### src/rtl/cpu_pkg.sv
// rtl/cpu_pkg.sv - shared opcodes, instruction fields and fetch states
package cpu_pkg;

  // Opcode values carried in the top two bits of every instruction
  localparam logic [1:0] OP_ADD = 2'b00;
  localparam logic [1:0] OP_LW  = 2'b01;
  localparam logic [1:0] OP_SW  = 2'b10;
  localparam logic [1:0] OP_BEQ = 2'b11;

  // Op field is instr[INSTR_W-1 -: OP_W]
  localparam int OP_W = 2;

  // Fetch sequencer states
  typedef enum logic [1:0] {
    S_ISSUE  = 2'd0,
    S_WAIT   = 2'd1,
    S_SQUASH = 2'd2
  } fetch_state_t;

endpackage

### src/rtl/if_id_buffer.sv
// rtl/if_id_buffer.sv - one-entry IF/ID register with load, consume and flush
module if_id_buffer #(
  parameter int PC_W    = 8,
  parameter int INSTR_W = 8
) (
  input  logic               clk,
  input  logic               rst,
  input  logic               i_load,
  input  logic [INSTR_W-1:0] i_load_instr,
  input  logic [PC_W-1:0]    i_load_pc,
  input  logic               i_consume,
  input  logic               i_flush,
  output logic               o_valid,
  output logic [INSTR_W-1:0] o_instr,
  output logic [PC_W-1:0]    o_pc
);

  logic               r_valid;
  logic [INSTR_W-1:0] r_instr;
  logic [PC_W-1:0]    r_pc;

  // Valid bit: flush beats load, load beats consume; payload captured only on a kept load
  always_ff @(posedge clk or posedge rst) begin
    if (rst) begin
      r_valid <= 1'b0;
      r_instr <= '0;
      r_pc    <= '0;
    end else begin
      if (i_flush) begin
        r_valid <= 1'b0;
      end else if (i_load) begin
        r_valid <= 1'b1;
      end else if (i_consume) begin
        r_valid <= 1'b0;
      end
      if (i_load && !i_flush) begin
        r_instr <= i_load_instr;
        r_pc    <= i_load_pc;
      end
    end
  end

  assign o_valid = r_valid;
  assign o_instr = r_instr;
  assign o_pc    = r_pc;

endmodule

### src/rtl/fetch_unit.sv
// rtl/fetch_unit.sv - instruction fetch stage: PC, imem handshake, IF/ID buffer
module fetch_unit
  import cpu_pkg::*;
#(
  parameter int              PC_W     = 8,
  parameter int              INSTR_W  = 8,
  parameter logic [PC_W-1:0] RESET_PC = '0
) (
  input  logic               clk,
  input  logic               reset,
  output logic               imem_req,
  output logic [PC_W-1:0]    imem_addr,
  input  logic               imem_ack,
  input  logic [INSTR_W-1:0] imem_rdata,
  input  logic               redirect,
  input  logic [PC_W-1:0]    redirect_pc,
  input  logic               id_ready,
  output logic               id_valid,
  output logic [INSTR_W-1:0] id_instr,
  output logic [1:0]         id_op,
  output logic [PC_W-1:0]    id_pc
);

  fetch_state_t    r_state;
  logic [PC_W-1:0] r_pc;
  logic [PC_W-1:0] r_req_addr;

  logic            w_buf_free;
  logic            w_req;
  logic [PC_W-1:0] w_addr;
  logic            w_load;
  logic [PC_W-1:0] w_load_pc;
  logic            w_consume;

  assign w_buf_free = !id_valid || id_ready;
  assign w_consume  = id_valid && id_ready;

  // Request/address: new requests only from S_ISSUE, held requests in S_WAIT/S_SQUASH
  always_comb begin
    w_req  = 1'b0;
    w_addr = r_pc;
    case (r_state)
      S_ISSUE: begin
        w_req  = w_buf_free && !redirect;
        w_addr = r_pc;
      end
      S_WAIT, S_SQUASH: begin
        w_req  = 1'b1;
        w_addr = r_req_addr;
      end
      default: begin
        w_req  = 1'b0;
        w_addr = r_pc;
      end
    endcase
    if (reset) begin
      w_req = 1'b0;
    end
  end

  // Squashed data (S_SQUASH, or a redirect arriving with the ack) never reaches the buffer
  assign w_load    = w_req && imem_ack && !redirect && (r_state != S_SQUASH);
  assign w_load_pc = (r_state == S_ISSUE) ? r_pc : r_req_addr;

  assign imem_req  = w_req;
  assign imem_addr = w_addr;

  // Fetch sequencer, PC and latched request address
  always_ff @(posedge clk or posedge reset) begin
    if (reset) begin
      r_state    <= S_ISSUE;
      r_pc       <= RESET_PC;
      r_req_addr <= '0;
    end else begin
      if (redirect) begin
        r_pc <= redirect_pc;
      end else if (w_load) begin
        r_pc <= r_pc + 1'b1;
      end
      case (r_state)
        S_ISSUE: begin
          if (w_req) begin
            r_req_addr <= r_pc;
            if (!imem_ack) begin
              r_state <= S_WAIT;
            end
          end
        end
        S_WAIT: begin
          if (imem_ack) begin
            r_state <= S_ISSUE;
          end else if (redirect) begin
            r_state <= S_SQUASH;
          end
        end
        S_SQUASH: begin
          if (imem_ack) begin
            r_state <= S_ISSUE;
          end
        end
        default: r_state <= S_ISSUE;
      endcase
    end
  end

  if_id_buffer #(
    .PC_W    (PC_W),
    .INSTR_W (INSTR_W)
  ) u_if_id_buffer (
    .clk          (clk),
    .rst          (reset),
    .i_load       (w_load),
    .i_load_instr (imem_rdata),
    .i_load_pc    (w_load_pc),
    .i_consume    (w_consume),
    .i_flush      (redirect),
    .o_valid      (id_valid),
    .o_instr      (id_instr),
    .o_pc         (id_pc)
  );

  assign id_op = id_instr[INSTR_W-1 -: OP_W];

endmodule

### config.mk
export PLATFORM = sky130hd
export DESIGN_NAME = fetch_unit
export DESIGN_NICKNAME = d
export VERILOG_FILES = /design/src/rtl/cpu_pkg.sv /design/src/rtl/if_id_buffer.sv /design/src/rtl/fetch_unit.sv
export SDC_FILE = /design/constraint.sdc
export NUM_CORES = 1
export LEC_CHECK = 0
export CAP_MARGIN = 20
export CORE_MARGIN = 4
export CORE_UTILIZATION = 29
export DETAILED_ROUTE_END_ITERATION = 12
export PLACE_DENSITY = 0.6
export SYNTH_ARGS = -nofsm -noshare
export SYNTH_HDL_FRONTEND = slang
export SYNTH_SLANG_ARGS = --single-unit
export TNS_END_PERCENT = 30
### constraint.sdc
create_clock -name clk -period 2.2 [get_ports clk]
set_clock_uncertainty 0.1 [all_clocks]
set_input_delay 0.66 -clock clk [delete_from_list [all_inputs] [get_ports clk]]
set_output_delay 0.66 -clock clk [all_outputs]
set_load 0.02 [all_outputs]
==> run summary <==
status -> finished with violations
failing checks -> negative setup slack
post-route ant nets -> 0
Final Critical Period -> 2.33 ns
height of the die -> 86.2 um
slowest stage delay, CP -> 0.37 ns
Simple-Gate Fraction of Synth Area -> 11.8%
placed inst area -> 2560 um2
die area -> 7430 um2
RD Place Congestion -> 0.775
data required time at the worst endpoint -> 1.44 ns
number of nets in the layout -> 258
Post-Synth XOR/XNOR Area -> 2.47%
RSZ-0062 raised after global routing -> yes
IO Count -> 49
sequential area share after synthesis -> 49.4%
vias in the first global route -> 1526
Reg2Reg Launch Point -> r_state[0]$_DFFE_PP0P_
Root Driver -> clkbuf_8
row count -> 28
Crit Path Category -> flip-flop to output port
hold path start -> u_if_id_buffer.o_instr[3]$_DFFE_PP0P_
max cap viols -> 0
Top FF cell, synth -> dfrtp_1
Fin. Hold Viols -> 0
top-count cell post-synth -> dfrtp_1
Worst Reg2Reg Path Length in Cells -> 8
Critical Path Sink Type -> output port
# clock sinks -> 35
Avg Cell Area, Syn -> 11.6 um2
Pwr Density -> 1410 nW/um2
DP Worst Slack -> -0.725 ns
Synth Warn # -> 0
setup ws final -> -0.135 ns
measured slew at the worst slew-check pin -> 0.232 ns
crit path buf inv count -> 3
main combinational cell family by area after synthesis -> multiplexers
peak supply drop -> 0.000690 V
crit-path max FO -> 8
Slew headroom -> 84.4%
per-cell routed wire length -> 14.0 um
clk_lat worst skew -> 0.28 ns
area of the core -> 5920 um2
GRT Resource Usage Total -> 12.5%
critical path depth -> 5
cts hold-fix bufs -> 0
pin count of the biggest net entering global routing -> 36
Worst Hold Depth -> 1
top cell type's share of synthesized area -> 49.4%
CTS Buffer Depth -> 2
Starting Density -> 29.9%
I/O Buffers -> 48
antenna violations before repair -> 0
Final setup viols -> 9
CP arrival -> 1.57 ns
Inst Count DP -> 297
Reg clk slew, reported paths -> 0.07 ns
n_diodes -> 0
Residual DRC -> 0
LEAKAGE -> 1.23 nW
Finished Layout Cells -> 308
RR Endpoint -> r_pc[1]$_DFFE_PP0P_
Reg2Reg Setup Slack -> 0.04 ns
asr flop ratio synth -> 100%
TritonCTS Buffers -> 5
post-synthesis adder-cell area fraction -> 3.53%
syn nets -> 179
H-Tree Depth -> 2
post-synth cell types -> 32
final WL -> 4.32 mm
worst path cell trace -> inv_2, ha_4, buf_12, mux2_4, buf_6
Pwr Total -> 3.90 mW
First-pass DRT Iterations -> 4
CTS tree -> yes
largest area contributor in the netlist -> dfrtp_1
mux cell area share after synthesis -> 19.8%
global-route wire length before repair -> 7.36 mm
total grt overflow -> 0
Worst Hold Class -> flip-flop to flip-flop
synthesized instance count -> 153
share of layout cells above drive strength 1 -> 38.2%
CP delay by family, top -> flip-flops
synth top area cells -> dfrtp_1 49%, mux2_2 15%, mux2i_1 4.5%
vias per cell -> 4.61
FF+latch count, synth -> 35
Tcrit/Tclk final -> 106%
fin area -> 2770 um2
Final HPWL DP -> 3.16 mm
CP max-delay cell -> dfrtp_1
Compound-Gate Fraction of Synth Area -> 9.74%
WHS -> 0.408 ns
Die Wd -> 86.2 um
max-slew violations -> 0
vias -> 1420
Area Overhead vs Synth -> 56.3%
post-synth design cell area -> 1770 um2
WHS Endpoint -> u_if_id_buffer.o_instr[3]$_DFFE_PP0P_
DRT iter0 DRCs -> 98
EDFF count, synth -> 0
startpoint types -> flip-flop
Commonest cells post-synth -> 35 x dfrtp_1, 24 x mux2_2, 10 x nor2_1
Max Fclk -> 428 MHz
## power breakdown
part	total (mW)	switching (mW)	internal, mW
combinational	2.34	1.07	1.27
clock	0.506	0.220	0.286
sequential	1.05	0.150	0.905
## registers in the layout (all words and copies together) (netlist names)
name	flops
r_pc	8
r_req_addr	8
r_state	2
u_if_id_buffer.o_instr	8
u_if_id_buffer.o_pc	8
u_if_id_buffer.o_valid	1
## cell families after synthesis
family,after synthesis
DFF,35
muxes,32
buffers and inverters,12
adders and majority gates,5
AOI/OAI and AO/OA,26
xor gates and xnor gates,5
and+or+nand+nor,38
## cell usage in the layout, fill, tap and decap left out, types with 2 or more instances in the layout
master / synthesis / routed
nand2_2: 2 / 2
nor3_2: 1 / 3
a21oi_1: 9 / 9
o21ai_0: 8 / 6
clkbuf_8: 0 / 7
nor2_1: 10 / 10
buf_12: 0 / 3
and3_1: 2 / 2
ha_1: 5 / 3
mux2_4: 0 / 8
mux2i_1: 8 / 8
nand3_1: 5 / 5
a221o_1: 3 / 3
dlygate4sd2_1: 0 / 2
nor3_1: 4 / 2
dfrtp_1: 35 / 35
xnor2_1: 5 / 5
inv_2: 1 / 3
buf_4: 3 / 30
o21ai_1: 2 / 4
nand2_1: 6 / 6
mux2_2: 24 / 16
clkdlybuf4s50_1: 0 / 36
buf_6: 0 / 8
## what timing repair did
action,CTS,global route
pin swaps,4,1
gates resized for setup,68,8
gates cloned,0,0
buffers inserted,2,1
setup endpoints to repair,25,18
## layout make-up
cell class                 count  area [um2]
clock buffer                   8         100
fill                         581        3150
inverter                       4        15.0
multi-input combinational    106         921
sequential                    35         876
tap                           75        93.8
timing repair buffer          80         766
## per-stage QoR
step / util, % / setup TNS (ns)
global route: 46.8 / -1.72
floorplan: - / 0
global placement: 43.2 / -13.20
detailed placement: 43.2 / -13.70
CTS: 46.2 / -1.31
finish: 46.8 / -1.10
## worst max path at each step
stage | startpoint | to | slack [ns]
after global placement | id_ready | imem_req | -0.68
after CTS | r_state[1]$_DFFE_PP0P_ | imem_addr[2] | -0.16
after global routing | r_state[1]$_DFFE_PP0P_ | imem_addr[5] | -0.19
final | r_state[1]$_DFFE_PP0P_ | imem_addr[5] | -0.13
after floorplan | r_state[0]$_DFFE_PP0P_ | imem_req | 0.06
after detailed placement | id_ready | imem_req | -0.72
## layer usage
layer | share of wire, % | up-vias | wire, um | global-route usage (%)
met1 | 45 | 688 | 1930 | 16.1
met5 | 0 | - | 0 | 0
met2 | 49 | 29 | 2130 | 20.4
met4 | 0.58 | 0 | 25 | 3.40
li1 | - | 701 | - | -
met3 | 5.5 | 2 | 236 | 3.80
(Power assumes the default switching activity.)
